--- src/rtl/pixie_pkg.sv ---
// Shared definitions for the Pixie DMA scheduler: FSM state encoding, default
// NTSC-style frame timing and the CDP1802 state-code value for a DMA cycle.
package pixie_pkg;

  typedef enum logic [1:0] {
    ST_IDLE      = 2'd0,
    ST_VBLANK    = 2'd1,
    ST_DMA_BURST = 2'd2,
    ST_LINE_TAIL = 2'd3
  } pixie_state_e;

  localparam int unsigned PIXIE_BYTES_PER_LINE  = 14;
  localparam int unsigned PIXIE_LINES_PER_FRAME = 262;
  localparam int unsigned PIXIE_ACTIVE_START    = 64;
  localparam int unsigned PIXIE_ACTIVE_LINES    = 128;
  localparam int unsigned PIXIE_INT_LINE        = 62;
  localparam int unsigned PIXIE_DMA_BYTES       = 8;

  localparam logic [1:0] SC_DMA_ACK = 2'b10;

endpackage

--- src/rtl/pixie_line_timer.sv ---
// Machine-cycle (hcount) and scan-line (vcount) counters with registered
// line_start / frame_start pulses; exposes the next vcount for aligned outputs.
module pixie_line_timer
  import pixie_pkg::*;
#(
  parameter int unsigned BYTES_PER_LINE  = PIXIE_BYTES_PER_LINE,
  parameter int unsigned LINES_PER_FRAME = PIXIE_LINES_PER_FRAME
) (
  input  logic       clk,
  input  logic       reset_n,
  input  logic       clk_enable,
  output logic [3:0] hcount,
  output logic [8:0] vcount,
  output logic [8:0] vcount_next,
  output logic       line_start,
  output logic       frame_start
);

  localparam logic [3:0] H_LAST = 4'(BYTES_PER_LINE - 1);
  localparam logic [8:0] V_LAST = 9'(LINES_PER_FRAME - 1);

  logic h_wrap;

  assign h_wrap = clk_enable && (hcount == H_LAST);

  always_comb begin
    vcount_next = vcount;
    if (h_wrap) vcount_next = (vcount == V_LAST) ? '0 : vcount + 9'd1;
  end

  always_ff @(posedge clk or negedge reset_n) begin
    if (!reset_n) begin
      hcount      <= '0;
      vcount      <= '0;
      line_start  <= 1'b0;
      frame_start <= 1'b0;
    end else begin
      line_start  <= h_wrap;
      frame_start <= h_wrap && (vcount == V_LAST);
      vcount      <= vcount_next;
      if (clk_enable) hcount <= h_wrap ? '0 : hcount + 4'd1;
    end
  end

endmodule

--- src/rtl/pixie_dma_scheduler.sv ---
// CDP1861-style display DMA scheduler: per-line DMA bursts, INT and EFx timing.
// Optional statistics outputs enabled by defining PIXIE_DMA_STATS_EN.
module pixie_dma_scheduler
  import pixie_pkg::*;
#(
  parameter int unsigned BYTES_PER_LINE  = PIXIE_BYTES_PER_LINE,
  parameter int unsigned LINES_PER_FRAME = PIXIE_LINES_PER_FRAME,
  parameter int unsigned ACTIVE_START    = PIXIE_ACTIVE_START,
  parameter int unsigned ACTIVE_LINES    = PIXIE_ACTIVE_LINES,
  parameter int unsigned INT_LINE        = PIXIE_INT_LINE,
  parameter int unsigned DMA_BYTES       = PIXIE_DMA_BYTES
) (
  input  logic       clk,
  input  logic       reset_n,
  input  logic       clk_enable,
  input  logic [1:0] SC,
  input  logic       disp_on,
  input  logic       disp_off,
  output logic       DMAO,
  output logic       INT,
  output logic       EFx,
  output logic       line_start,
  output logic       frame_start,
  output logic [3:0] hcount,
  output logic [8:0] vcount,
  output logic       dma_underrun
`ifdef PIXIE_DMA_STATS_EN
  ,
  output logic [15:0] frame_count,
  output logic [7:0]  underrun_count
`endif
);

  localparam logic [3:0] H_LAST        = 4'(BYTES_PER_LINE - 1);
  localparam logic [3:0] H_BURST_START = 4'd1;
  localparam logic [3:0] H_BURST_END   = 4'(DMA_BYTES + 1);
  localparam logic [3:0] ACK_TARGET    = 4'(DMA_BYTES);
  localparam logic [8:0] V_ACT_FIRST   = 9'(ACTIVE_START);
  localparam logic [8:0] V_ACT_LAST    = 9'(ACTIVE_START + ACTIVE_LINES - 1);
  localparam logic [8:0] V_EF1_FIRST   = 9'(ACTIVE_START - 4);
  localparam logic [8:0] V_EF2_FIRST   = 9'(ACTIVE_START + ACTIVE_LINES - 4);
  localparam logic [8:0] V_INT0        = 9'(INT_LINE);
  localparam logic [8:0] V_INT1        = 9'(INT_LINE + 1);

  pixie_state_e state, state_nxt;
  logic         display_enabled, de_nxt;
  logic [3:0]   ack_cnt, ack_nxt;
  logic [8:0]   vcount_next;
  logic         line_active, underrun_evt, ef_zone;

  pixie_line_timer #(
    .BYTES_PER_LINE (BYTES_PER_LINE),
    .LINES_PER_FRAME(LINES_PER_FRAME)
  ) u_line_timer (
    .clk        (clk),
    .reset_n    (reset_n),
    .clk_enable (clk_enable),
    .hcount     (hcount),
    .vcount     (vcount),
    .vcount_next(vcount_next),
    .line_start (line_start),
    .frame_start(frame_start)
  );

  assign line_active = (vcount >= V_ACT_FIRST) && (vcount <= V_ACT_LAST);
  assign ef_zone = ((vcount_next >= V_EF1_FIRST) && (vcount_next < V_ACT_FIRST)) ||
                   ((vcount_next >= V_EF2_FIRST) && (vcount_next <= V_ACT_LAST));

  always_comb begin
    de_nxt       = display_enabled;
    state_nxt    = state;
    ack_nxt      = ack_cnt;
    underrun_evt = 1'b0;
    if (clk_enable) begin
      if (disp_on) de_nxt = 1'b1;
      else if (disp_off) de_nxt = 1'b0;
      // A display-off abort takes priority, so an interrupted burst never flags underrun.
      if (display_enabled && !de_nxt) begin
        state_nxt = ST_IDLE;
      end else begin
        case (state)
          ST_IDLE:
            if (display_enabled && hcount == '0) state_nxt = ST_VBLANK;
          ST_VBLANK:
            if (hcount == H_BURST_START && line_active) begin
              state_nxt = ST_DMA_BURST;
              ack_nxt   = '0;
            end
          ST_DMA_BURST: begin
            if (SC == SC_DMA_ACK) ack_nxt = ack_cnt + 4'd1;
            if (ack_nxt == ACK_TARGET) begin
              state_nxt = ST_LINE_TAIL;
            end else if (hcount == H_BURST_END) begin
              state_nxt    = ST_LINE_TAIL;
              underrun_evt = 1'b1;
            end
          end
          ST_LINE_TAIL:
            if (hcount == H_LAST && vcount == V_ACT_LAST) begin
              state_nxt = ST_VBLANK;
            end else if (hcount == H_BURST_START && line_active) begin
              state_nxt = ST_DMA_BURST;
              ack_nxt   = '0;
            end
        endcase
      end
    end
  end

  // Outputs are registered from next-state values so they line up with hcount/vcount.
  always_ff @(posedge clk or negedge reset_n) begin
    if (!reset_n) begin
      state           <= ST_IDLE;
      display_enabled <= 1'b0;
      ack_cnt         <= '0;
      DMAO            <= 1'b1;
      INT             <= 1'b0;
      EFx             <= 1'b1;
      dma_underrun    <= 1'b0;
    end else begin
      state           <= state_nxt;
      display_enabled <= de_nxt;
      ack_cnt         <= ack_nxt;
      DMAO            <= (state_nxt != ST_DMA_BURST);
      INT             <= de_nxt && ((vcount_next == V_INT0) || (vcount_next == V_INT1));
      EFx             <= !ef_zone;
      if (underrun_evt) dma_underrun <= 1'b1;
    end
  end

`ifdef PIXIE_DMA_STATS_EN
  always_ff @(posedge clk or negedge reset_n) begin
    if (!reset_n) begin
      frame_count    <= '0;
      underrun_count <= '0;
    end else begin
      if (frame_start) frame_count <= frame_count + 16'd1;
      if (underrun_evt && underrun_count != 8'hFF) underrun_count <= underrun_count + 8'd1;
    end
  end
`endif

endmodule

--- config.mk ---
export PLATFORM = sky130hd
export DESIGN_NAME = pixie_dma_scheduler
export DESIGN_NICKNAME = d
export VERILOG_FILES = /design/src/rtl/pixie_pkg.sv /design/src/rtl/pixie_line_timer.sv /design/src/rtl/pixie_dma_scheduler.sv
export SDC_FILE = /design/constraint.sdc
export NUM_CORES = 1
export LEC_CHECK = 0
export BUFFER_PORTS_ARGS = -buffer_cell sky130_fd_sc_hd__buf_2
export CAP_MARGIN = 20
export CORE_MARGIN = 2
export CORE_UTILIZATION = 53
export DETAILED_ROUTE_END_ITERATION = 10
export PLACE_DENSITY = 0.79
export SETUP_SLACK_MARGIN = 0.5
export SYNTH_ARGS = -nofsm -noshare
export SYNTH_HDL_FRONTEND = slang
export SYNTH_SLANG_ARGS = --single-unit
--- constraint.sdc ---
create_clock -name clk -period 3 [get_ports clk]
set_clock_uncertainty 0.2 [all_clocks]
set_input_delay 0.9 -clock clk [delete_from_list [all_inputs] [get_ports clk]]
set_output_delay 0.9 -clock clk [all_outputs]
set_load 0.02 [all_outputs]
==> results of run 1 <==
==> worst min path at each step <==
stage,start,to,slack (ns),cells past startpoint
after CTS,dma_underrun,dma_underrun,0.31,2
after global routing,dma_underrun,dma_underrun,0.34,2
final,dma_underrun,dma_underrun,0.31,2
after floorplan,display_enabled,display_enabled,0.30,1
after detailed placement,dma_underrun,dma_underrun,0.28,2
after global placement,dma_underrun,dma_underrun,0.25,2
==> report_power, final <==
part,switching [mW],leakage [nW],internal [mW]
logic,0.234,0.439,0.133
clock network,0.104,0.0210,0.0743
registers,0.0958,0.331,0.402
==> registers in the layout (all words and copies together), names as in the netlist <==
name and cells:
DMAO 1, EFx 1, INT 1, ack_cnt 4
display_enabled 1, dma_underrun 1, state 2, u_line_timer.frame_start 1
u_line_timer.hcount 4, u_line_timer.line_start 1, u_line_timer.vcount 9
==> metal layers <==
layer,wire (um),share of wire (%),global-route usage (%)
met1,1580,48,28.0
met3,121,3.7,1.97
met5,0,0,0
met2,1550,47,33.6
met4,40,1.2,6.82
==> worst register-to-register path: stages, from the launching register on <==
cell	delay (ns)
dfrtp_1	0.47
ha_1	0.34
and4bb_2	0.33
a22oi_1	0.09
o311ai_1	0.45
a2111oi_2	0.15
o21ai_0	0.20
==> cells by family after synthesis <==
family	Yosys count	synth area share [%]
buffers and inverters	16	4.25
AND/OR/NAND/NOR	74	28.9
XOR/XNOR	8	4.33
AO/OA/AOI/OAI	33	15.5
adder cells (fa/ha/maj)	7	5.41
flip-flops	26	40.3
multiplexers	2	1.31
==> cells in the final DEF (no fill, tap or decap), drive strengths merged, types with 5 or more instances in the layout <==
cell type / n
inv: 8
nand4: 5
dfrtp: 24
nor2: 6
nor3: 6
buf: 25
nand2: 20
o21ai: 7
ha: 7
nand3: 8
==> final cells by class <==
cell class                      instances  area, um2
Inverter                                9       33.8
Tap cell                               33       41.3
Multi-Input combinational cell        124        900
Sequential cell                        26        653
Clock buffer                            4       36.3
Fill cell                             255       1190
Timing Repair Buffer                   25        125
==> impl_metrics.ini, run 1 <==
[global_route]
antenna_found_initial = 0
grt_pass1_wl_mm = 5.50
grtUsageTotal_pct = 20.4
grt_pass1_vias = 1214
gr-total-overflow = 0
grt_max_degree = 27

[place]
place_inst = 217
place_area_mm2 = 0.00175
dp_slack_ns = 0.424
numPortBuffers = 25
hpwlAfterDp_mm = 2.50
place.gp.congestion = 0.875

[sta]
tightest_slew_ns = 0.656
rsz0062_at_grt = no
timing.final.ws_setup_ns = 0.696
fin_crit_ns = 2.30
period_share_pct = 76.8
finalMaxSlewViolations = 0
whs_ns = 0.305
setup_tns_ns = 0
slew_headroom_pct = 56.2
final_hold_viol_count = 0
setup_viol = 0
max_freq_mhz = 434

[synthesis]
synth_seq_cells = 26
synthTopCellsByCount = 24 x dfrtp_1, 20 x nand2_1, 8 x inv_1, 8 x nand3_1
synthesis.area_mm2 = 0.00162
syn_avg_cell_area_um2 = 9.75
yosys-top-cells-area = dfrtp_1 37%, ha_1 5.4%, nand2_1 4.6%
synth_edf_count = 0
async_flop_share_pct = 100
synth_top_cell_by_area = dfrtp_1
netlist_instances = 166
yosysUniqueCellTypes = 55
synth-main-ff-cell = dfrtp_1
ys_seq_area_share_pct = 40.3
synth.top_cell.area_share_pct = 37.1
yosys_warnings = 0
syn_nets = 180
synth_most_common_cell = dfrtp_1

[clocking]
clk_root_buffer_cell = clkbuf_4
cts_tree = built
cts_sinks = 26
cts_buffer_depth = 2
clkLatencyLatePin_ns = 0.32
hold_buffers = 0
cts_setup_buffers = 0
cts.reportedPaths.clkPinSlew_ns = 0.14
cts_made_buffers = 3
postCtsResizedCells = 0
htreeDepth = 1

[worst_setup_path]
reg2reg_to = DMAO
critical_path_class = flip-flop to flip-flop
critPathMaxStageDelay_ns = 0.47
worstPathArrival_ns = 2.36
crit_cells = 6
crit_start = ack_cnt[0]
worstPathCellList = ha_1, and4bb_2, a22oi_1, o311ai_1, a2111oi_2, o21ai_0
worst_setup_path_start_kind = flip-flop
r2r_cells = 6
end_kind = flip-flop
required_ns = 3.05
crit_path_max_fanout = 7
rrSetupSlack_ns = 0.70
crit_end = DMAO
worst_path_dominant_cell_family = compound AO/OA/AOI/OAI gates
r2r-start = ack_cnt[0]
critical_path.slowest_cell = dfrtp_1
crit_buf_inv = 0

[drt]
drt-pass1-iter-count = 4
wl_per_cell_um = 14.9
via_count = 1330
ant_nets = 0
via_per_inst = 6.02
drt_iter0_drc = 71
drc = 0
drt_wl_total_mm = 3.30

[floorplanning]
io_pins = 26
rows = 20
start_util_pct = 54.4
die_area_mm2 = 0.00351
die_h_um = 59.3
die_w_um = 59.3
core_region_area_mm2 = 0.00298

[pwr]
total_power_mw = 1.04
vdd_drop_max_mv = 0.288
p_leak_nw = 0.791
powerDensity_mw_per_mm2 = 583

[layout]
final_cells = 221
design_area_mm2 = 0.00179
drive_above_1_share_pct = 24.5
areaGrowthSynthToFinish_pct = 10.5
fin_util_pct = 60.1
fin_nets = 203
diodes = 0

[run]
cap_violations = 0

[worst_hold_path]
hp-class = flip-flop to flip-flop

[outcome]
status = completed
(Power assumes the default switching activity.)
==> inputs of run 2 (changes only) <==
--- a/config.mk
+++ b/config.mk
@@ -8,7 +8,7 @@
 export BUFFER_PORTS_ARGS = -buffer_cell sky130_fd_sc_hd__buf_2
 export CAP_MARGIN = 20
 export CORE_MARGIN = 2
-export CORE_UTILIZATION = 53
+export CORE_UTILIZATION = 50
 export DETAILED_ROUTE_END_ITERATION = 10
 export PLACE_DENSITY = 0.79
 export SETUP_SLACK_MARGIN = 0.5
==> constraint.sdc (replaced) <==
create_clock -name clk -period 1.9 [get_ports clk]
set_clock_uncertainty 0.2 [all_clocks]
set_input_delay 0.57 -clock clk [delete_from_list [all_inputs] [get_ports clk]]
set_output_delay 0.57 -clock clk [all_outputs]
set_load 0.02 [all_outputs]
==> run 2 against run 1 <==
Net effect: the run now ends with negative setup slack left; sequential power up 60%; worst setup slack lost 0.95 ns; non-clock buffer count grew 59; cell area rose by 54%; worst hold slack got worse by 0.29 ns; critical endpoint is now ack_cnt[3]; clock power rose by 46%; count of clock-buffer cells in the layout stayed put; sequential cell count is the same; via count is 38% higher; die area increased by 5.6%.
==> impl_metrics.ini, run 2 (synthesis gave the netlist of run 1 again) <==
[outcome]
status = finished, violations left
violations = negative setup slack

[run]
cap_violations = 0

[clocking]
cts_made_buffers = 3
htreeDepth = 1
cts.reportedPaths.clkPinSlew_ns = 0.15
hold_buffers = 0
clkLatencyLatePin_ns = 0.34
cts_tree = built
clk_root_buffer_cell = clkbuf_4
cts_sinks = 26
cts_buffer_depth = 2

[floorplanning]
core_region_area_mm2 = 0.00308
die_w_um = 60.9
start_util_pct = 52.6
die_h_um = 60.9
rows = 20
io_pins = 26
die_area_mm2 = 0.00371

[layout]
reg.largest.list = u_line_timer.vcount: 9 flops, ack_cnt: 4 flops, u_line_timer.hcount: 4 flops
areaGrowthSynthToFinish_pct = 70.0
final_cell_mix = 43 x buf_6, 33 x buf_4, 17 x nand2_1
largest_register = u_line_timer.vcount
fillers = 133
final_cells = 291
final_common_cell = buf_6
drive_above_1_share_pct = 59.5
fin_nets = 262
largest_reg_flops = 9
diodes = 0

[worst_setup_path]
r2r-start = u_line_timer.hcount[1]
worst_setup_path_start_kind = flip-flop
worstPathCellList = inv_2, ha_4, nand4_1, buf_4, nor4_4, nor3_2, a31o_1, a22o_1
critical_path_class = flip-flop to flip-flop
crit_buf_inv = 2
end_kind = flip-flop
required_ns = 1.94
crit_start = u_line_timer.hcount[1]
worstPathArrival_ns = 2.19
worst_path_dominant_cell_family = simple AND/OR/NAND/NOR gates
rrSetupSlack_ns = -0.25
crit_path_max_fanout = 4
critPathMaxStageDelay_ns = 0.46
critical_path.slowest_cell = dfrtp_2

[pwr]
p_int_mw = 1.42
p_leak_nw = 1.22
p_switching_mw = 1.05
power_frac_seq_pct = 32.1
powerDensity_mw_per_mm2 = 900
p_sw_share_pct = 42.5
power_frac_comb_pct = 57.3
vdd_drop_max_mv = 1.15
p_clk_share_pct = 10.5

[drt]
drt_wl_total_mm = 6.42
drc = 0
via_per_inst = 6.32
drt_iter0_drc = 145
via_count = 1839
drt-pass1-iter-count = 5
wl_per_cell_um = 22.1
ant_nets = 0

[global_route]
grt_max_degree = 27
grt_pass1_wl_mm = 7.75
met1_usage_pct = 34.0
use_met3_pct = 4.90
antenna_found_initial = 0
use_met2_pct = 48.2
top_usage_layer = met2
grt_pass1_vias = 1726
gr-total-overflow = 0
grtUsageTotal_pct = 28.0

[sta]
setup_tns_ns = -2.21
fin_crit_ns = 2.15
setup_viol = 17
timing.final.ws_setup_ns = -0.250
rsz0062_at_grt = yes
finalMaxSlewViolations = 0
final_hold_viol_count = 0
max_freq_mhz = 465
tightest_slew_ns = 0.622
slew_headroom_pct = 58.5
period_share_pct = 113

[place]
place_inst = 262
hpwlAfterDp_mm = 2.99
place.gp.congestion = 0.854
numPortBuffers = 25

[worst_hold_path]
hp-class = input port to asynchronous set/reset pin
## run 2: cell count changes in the layout (fill, tap and decap cells not counted), moves of 6 or more
cell	delta
buf_2	-18
dfrtp_2	+11
buf_6	+43
dfrtp_1	-11
buf_4	+33
o21ai_1	+6
o21ai_0	-7
## run 2: power groups by stage
| stage | Clock (mW) | Combinational, mW | Sequential, mW |
|---|---|---|---|
| final | 0.260 | 1.42 | 0.796 |
| after global routing | 0.278 | 1.48 | 0.801 |
| after CTS | 0.259 | 1.10 | 0.760 |
| after detailed placement | 0 | 0.868 | 0.755 |
| after global placement | 0 | 0.834 | 0.751 |
| after floorplan | 0 | 0.447 | 0.837 |
## run 2: per-stage QoR
step | power, mW | worst slack (ns) | hold slack (ns) | instance area [um2] | utilization, %
4_1_cts | 2.11 | -0.167 | 0.0417 | 2470 | 80.2
2_1_floorplan | 1.28 | -0.136 | 0.0744 | 1700 | -
3_3_place_gp | 1.59 | -0.135 | 0.243 | 2090 | 67.9
6_report | 2.48 | -0.250 | 0.0168 | 2750 | 89.4
5_1_grt | 2.56 | -0.314 | 0.0606 | 2750 | 89.4
3_5_place_dp | 1.62 | -0.205 | 0.254 | 2090 | 67.9
## run 2: path summary, 6_finish.rpt
path | end | cells after the start
hold / removal | u_line_timer.vcount[6] | 1
hold reg to reg | dma_underrun | 2
setup reg to reg | ack_cnt[3] | 8
setup / recovery | ack_cnt[3] | 8
min in group clk | dma_underrun | 2
max in group asynchronous | u_line_timer.hcount[2] | 1
## run 2: layout make-up
class | count | area [um2] | area share, %
repair buffers | 84 | 782 | 28.4
clock buffers | 4 | 26.3 | 0.955
well taps | 44 | 55.1 | 2.00
flip-flops and latches | 26 | 667 | 24.2
inverters | 9 | 46.3 | 1.68
multi-input cells | 124 | 1180 | 42.7
## run 2: metal layers
layer | part of all wire, % | routed length [um]
met5 | 0 | 0
met3 | 7.6 | 487
met2 | 50 | 3210
met4 | 5.5 | 352
met1 | 37 | 2360
## run 2: timing repair
item,in CTS,in global routing
setup buffers,13,11
pin swaps,10,13
setup endpoints to repair,41,44
resized for setup,69,43
gates cloned,1,0
